$ cat config.mk
export PLATFORM = sky130hd
export DESIGN_NAME = pulse_level_arbiter_flat
export DESIGN_NICKNAME = d
export VERILOG_FILES = /design/src/rtl/pulse_level_arbiter_pkg.sv /design/src/rtl/pulse_level_arbiter_if.sv /design/src/rtl/pla_req_latch.sv /design/src/rtl/pulse_level_arbiter.sv /design/src/flat_wrapper.sv
export SDC_FILE = /design/constraint.sdc
export NUM_CORES = 1
export LEC_CHECK = 0
export BUFFER_PORTS_ARGS = -buffer_cell sky130_fd_sc_hd__buf_2
export CORE_MARGIN = 2
export CORE_UTILIZATION = 48
export CTS_BUF_LIST = sky130_fd_sc_hd__clkbuf_8 sky130_fd_sc_hd__clkbuf_16
export CTS_CLUSTER_DIAMETER = 40
export DETAILED_ROUTE_END_ITERATION = 6
export HOLD_SLACK_MARGIN = 0.15
export MAX_ROUTING_LAYER = met4
export PLACE_DENSITY_LB_ADDON = 0.05
export SYNTH_ARGS = -nofsm -noshare
export SYNTH_HDL_FRONTEND = slang
export SYNTH_SLANG_ARGS = --single-unit
$ cat constraint.sdc
create_clock -name clk -period 2 [get_ports clk]
set_clock_uncertainty 0.15 [all_clocks]
set_input_delay 0.3 -clock clk [delete_from_list [all_inputs] [get_ports clk]]
set_output_delay 0.3 -clock clk [all_outputs]
set_load 0.005 [all_outputs]
$ cat src/rtl/pulse_level_arbiter_pkg.sv
// Shared types and limits for the pulse-to-level round-robin arbiter.
package pulse_level_arbiter_pkg;

   localparam int unsigned MAX_N = 16;

   typedef enum logic [0:0] {
      IDLE  = 1'b0,
      GRANT = 1'b1
   } state_t;

endpackage

$ cat src/rtl/pulse_level_arbiter_if.sv
// Requester pulse inputs and arbitration level outputs, bundled for the arbiter port.
interface pulse_level_arbiter_if #(
   parameter int unsigned N = 4
);
   localparam int unsigned IDW = $clog2(N);

   logic [N-1:0]   start;
   logic [N-1:0]   stop;
   logic [N-1:0]   pend;
   logic [N-1:0]   gnt;
   logic           owner_valid;
   logic [IDW-1:0] owner_id;
   logic           timeout;

   modport master (
      output start, stop,
      input  pend, gnt, owner_valid, owner_id, timeout
   );

   modport slave (
      input  start, stop,
      output pend, gnt, owner_valid, owner_id, timeout
   );

endinterface

$ cat src/rtl/pla_req_latch.sv
// One pending-request bit: start sets it, stop clears it, force_clr wins over both.
module pla_req_latch (
   input  logic clk,
   input  logic rst,
   input  logic start,
   input  logic stop,
   input  logic force_clr,
   output logic pend
);

   // A start on a held request is ignored, so start+stop together toggles the bit.
   always_ff @(posedge clk or posedge rst) begin
      if (rst) begin
         pend <= 1'b0;
      end else if (force_clr) begin
         pend <= 1'b0;
      end else if (!pend && start) begin
         pend <= 1'b1;
      end else if (pend && stop) begin
         pend <= 1'b0;
      end
   end

endmodule

$ cat src/rtl/pulse_level_arbiter.sv
// Round-robin arbiter turning per-requester start/stop pulses into a held one-hot grant.
// Define PULSE_LEVEL_ARBITER_TIMEOUT_EN to force release after MAX_HOLD grant cycles.
module pulse_level_arbiter #(
   parameter int unsigned N        = 4,
   parameter int unsigned MAX_HOLD = 16
) (
   input logic                  clk,
   input logic                  rst,
   pulse_level_arbiter_if.slave bus
);
   import pulse_level_arbiter_pkg::*;

   localparam int unsigned IDW = $clog2(N);

   if (N < 2 || N > MAX_N || MAX_HOLD < 2) begin : g_bad_cfg
      $error("pulse_level_arbiter: N must be 2..16 and MAX_HOLD >= 2");
   end

   state_t         state, state_nx;
   logic [N-1:0]   pend;
   logic [N-1:0]   gnt, gnt_nx;
   logic [N-1:0]   force_clr;
   logic           owner_valid, owner_valid_nx;
   logic [IDW-1:0] owner_id, owner_id_nx;
   logic [IDW-1:0] rr_ptr, rr_ptr_nx;
   logic [IDW-1:0] pick;
   logic           owner_stop;
   logic           expired;

`ifdef PULSE_LEVEL_ARBITER_TIMEOUT_EN
   localparam int unsigned HCW = $clog2(MAX_HOLD + 1);
   logic [HCW-1:0] hold_cnt, hold_cnt_nx;
   logic           timeout, timeout_nx;
   assign expired = (hold_cnt == HCW'(MAX_HOLD));
`else
   assign expired = 1'b0;
`endif

   for (genvar i = 0; i < N; i++) begin : g_req
      pla_req_latch u_latch (
         .clk       (clk),
         .rst       (rst),
         .start     (bus.start[i]),
         .stop      (bus.stop[i]),
         .force_clr (force_clr[i]),
         .pend      (pend[i])
      );
   end

   // First pending index after ptr, wrapping; the last owner is searched last.
   function automatic logic [IDW-1:0] rr_pick(input logic [N-1:0] req, input logic [IDW-1:0] ptr);
      int idx;
      rr_pick = ptr;
      for (int k = int'(N); k >= 1; k--) begin
         idx = (int'(ptr) + k) % int'(N);
         if (req[idx]) rr_pick = IDW'(idx);
      end
   endfunction

   assign owner_stop = bus.stop[owner_id];

   always_comb begin
      state_nx       = state;
      gnt_nx         = gnt;
      owner_valid_nx = owner_valid;
      owner_id_nx    = owner_id;
      rr_ptr_nx      = rr_ptr;
      force_clr      = '0;
      pick           = rr_pick(pend, rr_ptr);
`ifdef PULSE_LEVEL_ARBITER_TIMEOUT_EN
      hold_cnt_nx    = hold_cnt;
      timeout_nx     = 1'b0;
`endif
      unique case (state)
         IDLE: begin
            if (|pend) begin
               state_nx       = GRANT;
               gnt_nx         = '0;
               gnt_nx[pick]   = 1'b1;
               owner_valid_nx = 1'b1;
               owner_id_nx    = pick;
               rr_ptr_nx      = pick;
`ifdef PULSE_LEVEL_ARBITER_TIMEOUT_EN
               hold_cnt_nx    = HCW'(1);
`endif
            end
         end
         GRANT: begin
            if (owner_stop || expired) begin
               state_nx       = IDLE;
               gnt_nx         = '0;
               owner_valid_nx = 1'b0;
               owner_id_nx    = '0;
`ifdef PULSE_LEVEL_ARBITER_TIMEOUT_EN
               hold_cnt_nx    = '0;
               // A stop in the expiry cycle is a normal release, not a timeout.
               if (!owner_stop) begin
                  force_clr[owner_id] = 1'b1;
                  timeout_nx          = 1'b1;
               end
`endif
            end
`ifdef PULSE_LEVEL_ARBITER_TIMEOUT_EN
            else begin
               hold_cnt_nx = hold_cnt + HCW'(1);
            end
`endif
         end
         default: state_nx = IDLE;
      endcase
   end

   always_ff @(posedge clk or posedge rst) begin
      if (rst) begin
         state       <= IDLE;
         gnt         <= '0;
         owner_valid <= 1'b0;
         owner_id    <= '0;
         rr_ptr      <= IDW'(N - 1);
      end else begin
         state       <= state_nx;
         gnt         <= gnt_nx;
         owner_valid <= owner_valid_nx;
         owner_id    <= owner_id_nx;
         rr_ptr      <= rr_ptr_nx;
      end
   end

`ifdef PULSE_LEVEL_ARBITER_TIMEOUT_EN
   always_ff @(posedge clk or posedge rst) begin
      if (rst) begin
         hold_cnt <= '0;
         timeout  <= 1'b0;
      end else begin
         hold_cnt <= hold_cnt_nx;
         timeout  <= timeout_nx;
      end
   end

   assign bus.timeout = timeout;
`else
   assign bus.timeout = 1'b0;
`endif

   assign bus.pend        = pend;
   assign bus.gnt         = gnt;
   assign bus.owner_valid = owner_valid;
   assign bus.owner_id    = owner_id;

endmodule

$ cat src/flat_wrapper.sv
// flat-port wrapper written by rule: the top's interface ports become plain ports
module pulse_level_arbiter_flat import pulse_level_arbiter_pkg::*;
#(
   parameter int unsigned N        = 4,
   parameter int unsigned MAX_HOLD = 16
)
  (clk, rst, bus_start, bus_stop, bus_pend, bus_gnt, bus_owner_valid, bus_owner_id, bus_timeout);
  pulse_level_arbiter_if #(.N(N)) bus_i ();
  input logic clk;
  input logic rst;
  input wire logic [$bits(bus_i.start)-1:0] bus_start;
  input wire logic [$bits(bus_i.stop)-1:0] bus_stop;
  output wire logic [$bits(bus_i.pend)-1:0] bus_pend;
  output wire logic [$bits(bus_i.gnt)-1:0] bus_gnt;
  output wire logic [$bits(bus_i.owner_valid)-1:0] bus_owner_valid;
  output wire logic [$bits(bus_i.owner_id)-1:0] bus_owner_id;
  output wire logic [$bits(bus_i.timeout)-1:0] bus_timeout;
  assign bus_i.start = bus_start;
  assign bus_i.stop = bus_stop;
  assign bus_pend = bus_i.pend;
  assign bus_gnt = bus_i.gnt;
  assign bus_owner_valid = bus_i.owner_valid;
  assign bus_owner_id = bus_i.owner_id;
  assign bus_timeout = bus_i.timeout;
  pulse_level_arbiter #(.N(N), .MAX_HOLD(MAX_HOLD)) u_core (.clk(clk), .rst(rst), .bus(bus_i));
endmodule
# --- After elaboration in Yosys (flattened, before gate mapping) ---
# Cells that the tools add are included.
word_totals:
  register_bits: 14
  in_bits: 10
  output_inout_bits: 12
  wordCells: 91
op_classes:
  addsub: 4
  order_cmp: 7
  eq_ne: 2
  mux: 40
  bitwise_logic: 5
  reduce_logical: 24
op_table:
  columns: ["operator", "n"]
  rows:
  - ["$mux 1", 22]
  - ["$lt 3x4->1 const B", 4]
  - ["$mux 2", 6]
  - ["$bmux 1 s2", 5]
  - ["$logic_and 1x1->1", 9]
  - ["$mux 4", 2]
  - ["$pmux 4 s2", 1]
  - ["$reduce_bool 2->1", 4]
  - ["$reduce_or 2->1", 4]
  - ["$lt 2x3->1 const B", 2]
  - ["$add 2x1->2 const B", 2]
  - ["$add 2x2->2 const B", 2]
  - ["$and 1x1->1 const A", 4]
  - ["$logic_not 1->1", 4]
  - ["$pmux 1 s2", 2]
  - ["$pmux 2 s2", 1]
  - ["$reduce_and 2->1", 2]
  - ["$reduce_or 4->1", 1]
  - ["$demux 1 s2", 1]
  - ["$ge 2x1->1 const B", 1]
  - ["$ne 2x1->1 const B", 1]
  - ["$ne 2x2->1 const B", 1]
  - ["$not 1->1", 1]

# --- Logic depth before layout (Yosys ltp) ---
logic_depth:
  depth_word: 16
  mapped_depth: 5
  ltp_nobuf: 4

# --- Hierarchy ---
# From an unflattened synthesis, not the netlist that was laid out.
unflattened:
  hier_cells: 63
  hier_area_um2: 679.4
modules_own_cells:
  columns: ["mod", "n_inst", "cells_per_inst", "area_each_um2", "seq_area_each_um2"]
  rows:
  - ["pulse_level_arbiter", 1, 47, 519.2, 252.7]
  - ["pla_req_latch", 4, 4, 40.0, 25.0]

# --- Least setup slack after synthesis ---
# Ideal clock, no wire load.
synth_path:
  kind: "reg2reg"
  startpoint: "register u_core.rr_ptr[1]"
  endpoint: "register u_core.gnt[3], in the netlist u_core.bus.gnt[3]"
  setup_ns: 0.122
  t_arrival_ns: 1.329
  t_required_ns: 1.728
  slack_ns: 0.400
  path_stages_with_launch: 5
  path_buffers: 0
  synth_period_minus_slack_ns: 1.600
  cell_sequence: "dfstp_2 > nand2b_1 > a21oi_1 > or3_1 > a32o_1"
synth_between:
  elab_chain_cells: 14
  elab_cells_between_ends: 27
  cone_classes: "add/sub (4); order compare (2); mux (20); reduce/logical (1)"
synth_lines:
  columns: ["item", "line", "rtl"]
  rows:
  - ["from (decl)", "pulse_level_arbiter.sv:25", "logic [IDW-1:0] rr_ptr, rr_ptr_nx;"]
  - ["from (signal assigned)", "pulse_level_arbiter.sv:119", "rr_ptr <= IDW'(N - 1);"]
  - ["from (signal assigned)", "pulse_level_arbiter.sv:125", "rr_ptr <= rr_ptr_nx;"]
  - ["$add 2x1->2", "pulse_level_arbiter.sv:55", "idx = (int'(ptr) + k) % int'(N);"]
  - ["$bmux 1 s2", "pulse_level_arbiter.sv:56", "if (req[idx]) rr_pick = IDW'(idx);"]
  - ["$mux 1 (implied by the code) (2 in series)", "pulse_level_arbiter.sv:56", null]
  - ["$mux 2 (3 in series)", "pulse_level_arbiter.sv:56", null]
  - ["$mux 2 (*)", "pulse_level_arbiter.sv:56", null]
  - ["$lt 2x3->1 (implied by the code) / $ge 2x1->1 (equally long branches)", "pulse_level_arbiter.sv:79", "gnt_nx[pick] = 1'b1;"]
  - ["$logic_and 1x1->1 (implied by the code)", "pulse_level_arbiter.sv:79", null]
  - ["$mux 1 (implied by the code)", "pulse_level_arbiter.sv:79", null]
  - ["$demux 1 s2 (*)", null, null]
  - ["$mux 4 (*)", "pulse_level_arbiter.sv:76", "if (|pend) begin"]
  - ["$pmux 4 s2 (*)", "pulse_level_arbiter.sv:74", "unique case (state)"]
  - ["to (signal assigned)", "pulse_level_arbiter.sv:122", "gnt <= gnt_nx;"]
  - ["to (decl)", "pulse_level_arbiter.sv:21", "logic [N-1:0] gnt, gnt_nx;"]
# Mark *: on every way between the ends. The rest lies on a longest branch, timed or not. The select of a mux whose other input is x is not followed.
# A chain may end at the register's enable or synchronous reset.

# --- Worst setup path in the final report ---
layout_path:
  startpoint: "input bus_stop[1]"
  endpoint: "register u_core.gnt[2], in the netlist u_core.bus.gnt[2]"
layout_between:
  elab_chain_cells: 4
layout_lines:
  columns: ["item", "line", "rtl"]
  rows:
  - ["from (decl)", "flat_wrapper.sv:12", "input wire logic [$bits(bus_i.stop)-1:0] bus_stop;"]
  - ["$bmux 1 s2", "pulse_level_arbiter.sv:60", "assign owner_stop = bus.stop[owner_id];"]
  - ["$mux 1 (implied by the code)", "pulse_level_arbiter.sv:60", null]
  - ["$ne 2x2->1 (no source line)", null, null]
  - ["$reduce_and 2->1 (no source line)", null, null]
# No other way between the ends. The select of a mux whose other input is x is not followed.

==> summary.md <==
| Metric | Value |
|---|---|
| Vias in the first global route | 614 |
| Clk_lat worst skew | ~250 ps |
| Worst hold path startpoint | bus_start[2] |
| Crit. End Element | flop |
| WL per Instance | about 14 um |
| Post-DP Area | slightly below 800 sq um |
| Worst EP arrival | 1770 ps |
| Crit Reg-Reg Startpoint | u_core.g_req[1].u_latch.pend$_DFFE_PP0P_ |
| Minimum clock period | 1740 ps |
| Number of synthesized flops with an enable pin | 0 |
| Gate power share | 0.386 |
| CTS tree | built |
| Post-Route Setup TNS | 0 ps |
| Drt total wl | 1570 um |
| HP Class | primary input to flop |
| RSZ-0062 raised after global routing | false |
| Die area | around 1800 sq um |
| DR pass1 iterations | 4 |
| Pwr/cell area | 1370 nW/um^2 |
| Vias | 618 |
| Syn avg cell area | about 9.9 sq um |
| Cell area after synthesis | 724 sq um |
| Crit path from | bus_stop[1] |
| Total grt overflow | 0 |
| Register area share after synthesis | 0.487 |
| GPL Wtd Cong | 0.817 |
| # rows | 14 |
| Layout filler cell count | between 100 and 150 |
| Crit-path max FO | 3 |
| Die X | 42.9 um |
| Synth unique cells | 27 |
| CTS sink count | 14 |
| Via-to-Cell Ratio | 5.37 |
| Ys flop type | dfrtp_1 |
| Tcrit/Tclk final | 0.870 |
| Final Setup Violations | 0 |
| Inserted Diodes | 0 |
| Ports | 22 |
| TritonCTS buffer count | 3 |
| Mapped Nets | 83 |
| Top area cells in the synthesized netlist | dfrtp_1 (41%), dfstp_2 (7.3%), buf_4 (5.2%) |
| Die Ht | ~43 um |
| Initial core utilization | 0.498 |
| Postcts setup bufs | 0 |
| Synth area leader | dfrtp_1 |
| Leakage | 0.452 nW |
| Setup CP Type | primary input to flop |
| ANT nets after route | 0 |
| Layout area overhead | 28.5% |
| Synth async-reset ratio | 1.00 |
| Register bit total from synthesis | 14 |
| Sequential share of power | 0.397 |
| VDD IR-drop max | around 660 uV |
| Layout cells sized above 1 | 0.303 |
| Initial antenna violation count | 0 |
| Drt initial violations | 7 |
| Synth cell count leaders | dfrtp_1 (12), nand2_1 (8), a21oi_1 (6), inv_1 (6) |
| Hold Path Depth | 3 |
| R2R setup slack | roughly 270 ps |
| Final hold vios | 0 |
| Rel. slew slack | 0.634 |
| Met3 wire len | around 70 um |
| Startpoint Class | primary input |
| Hold-critical path endpoint | u_core.g_req[2].u_latch.pend$_DFFE_PP0P_ |
| Critical path data required time | 2030 ps |
| HPWL after detailed placement | around 1100 um |
| NumNets Final | 110 |
| Root buf cell | clkbuf_8 |
| R2R depth | 4 |
| Number of synthesis warnings | 0 |
| Post-synth top area share | 0.415 |
| Cells after Synth | 73 |
| FF-to-FF End | u_core.bus.gnt[2]$_DFFE_PP0P_ |
| DRC | 0 |
| Total GRT Usage | 0.207 |
| Power share of the clock group | 0.216 |
| Switching power | around 0.46 mW |
| CTS max path bufs | 2 |
| Most frequent cell after synthesis | dfrtp_1 |
| Max frequency | 574 MHz |
| Worst-margin pin slew | 546 ps |
| P_int | approximately 0.82 mW |
| Switching share of total power | 0.361 |
| Post-route cell area | 931 sq um |
| Status | complete, no violations |
| Met2 Wirelength | 757 um |
| Final Max Tran Viols | 0 |
| Core area | around 1500 sq um |
| Port Buffer Count | 20 |
| Top Layer Used | met4 |
| Max-Cap Viols | 0 |
| Clock-pin transition on the worst setup and hold timing paths | 60 ps |
| H-tree Lvls | 1 |
| WL met1 | ~690 um |
| Global-route wire length before repair | 2700 um |
| Largest net degree at the start of global routing | 15 |
cell usage in the layout, fill, tap and decap left out, types with 2 or more instances in the layout:
master	n
buf_2	20
dfrtp_1	12
nand2_1	8
dlygate4sd3_1	8
inv_1	6
a21oi_1	6
nor2_1	5
clkbuf_8	4
nand2b_1	3
mux2i_1	3
mux2_2	2
o21ai_0	2
o32ai_1	2
and2_1	2
a32o_1	2
dfstp_2	2
worst max-delay path, cell delays in order:
cell,delay (ps)
dlygate4sd3_1,540
buf_2,130
mux2_2,280
o21ai_0,340
a32o_1,180
layer usage:
layer | vias up | global-route usage
met4 | 0 | 0.144
met1 | 287 | 0.246
met3 | 6 | 0.0383
met5 | - | -
li1 | 304 | -
met2 | 21 | 0.315
worst max path at each step:
| stage | depth (start not counted) | end | slack (ps) |
|---|---|---|---|
| global route | 4 | u_core.bus.gnt[0]$_DFFE_PP0P_ | 140 |
| detailed placement | 4 | u_core.bus.gnt[3]$_DFFE_PP0P_ | 310 |
| finish | 5 | u_core.bus.gnt[2]$_DFFE_PP0P_ | 260 |
| CTS | 4 | u_core.bus.gnt[3]$_DFFE_PP0P_ | 300 |
| global placement | 4 | u_core.bus.gnt[3]$_DFFE_PP0P_ | 320 |
| floorplan | 4 | u_core.bus.gnt[3]$_DFFE_PP0P_ | 400 |
cell type report:
class                      count  area (sq um)  area share
timing repair buffer          28           180       0.194
tap                           16          20.0      0.0215
inverter                       6          22.5      0.0242
sequential                    14           353       0.379
multi-input combinational     47           300       0.323
clock buffer                   4          55.1      0.0591
state kept, by name (all words and copies together) (netlist names):
signal,cells
u_core.bus.owner_id,2
u_core.state,1
u_core.bus.gnt,4
u_core.rr_ptr,2
u_core.g_req.u_latch.pend,4
u_core.bus.owner_valid,1
kinds of logic (layout without fill, tap and decap cells):
group	Yosys count	after routing	synth area share
AOI/OAI and AO/OA	19	19	0.185
buffers and inverters	12	38	0.0984
DFF	14	14	0.487
muxes	5	5	0.0725
other	1	1	0.00518
and+or+nand+nor	22	22	0.152
metrics by stage:
stage	utilization	hold WS [ps]	instances	power, mW	setup slack, ps
4_1_cts	0.640	154	115	1.28	295
5_1_grt	0.640	167	115	1.38	143
2_1_floorplan	-	37.8	73	0.852	400
6_report	0.640	150	115	1.28	259
3_5_place_dp	0.547	217	103	0.986	307
3_3_place_gp	0.547	209	103	0.975	323
power by group through the flow:
stage	clock network (mW)	logic [mW]	registers, mW
after floorplan	0	0.357	0.495
after global placement	0	0.468	0.507
after detailed placement	0	0.476	0.510
after CTS	0.280	0.494	0.505
after global routing	0.297	0.560	0.524
final	0.277	0.494	0.508
timing repair:
item                                   4_1_cts  5_1_grt
resized for setup                            0        0
endpoints found under the hold margin       16        0
hold buffers                                 8        0
Note: power is estimated with default switching activity, not from simulation.
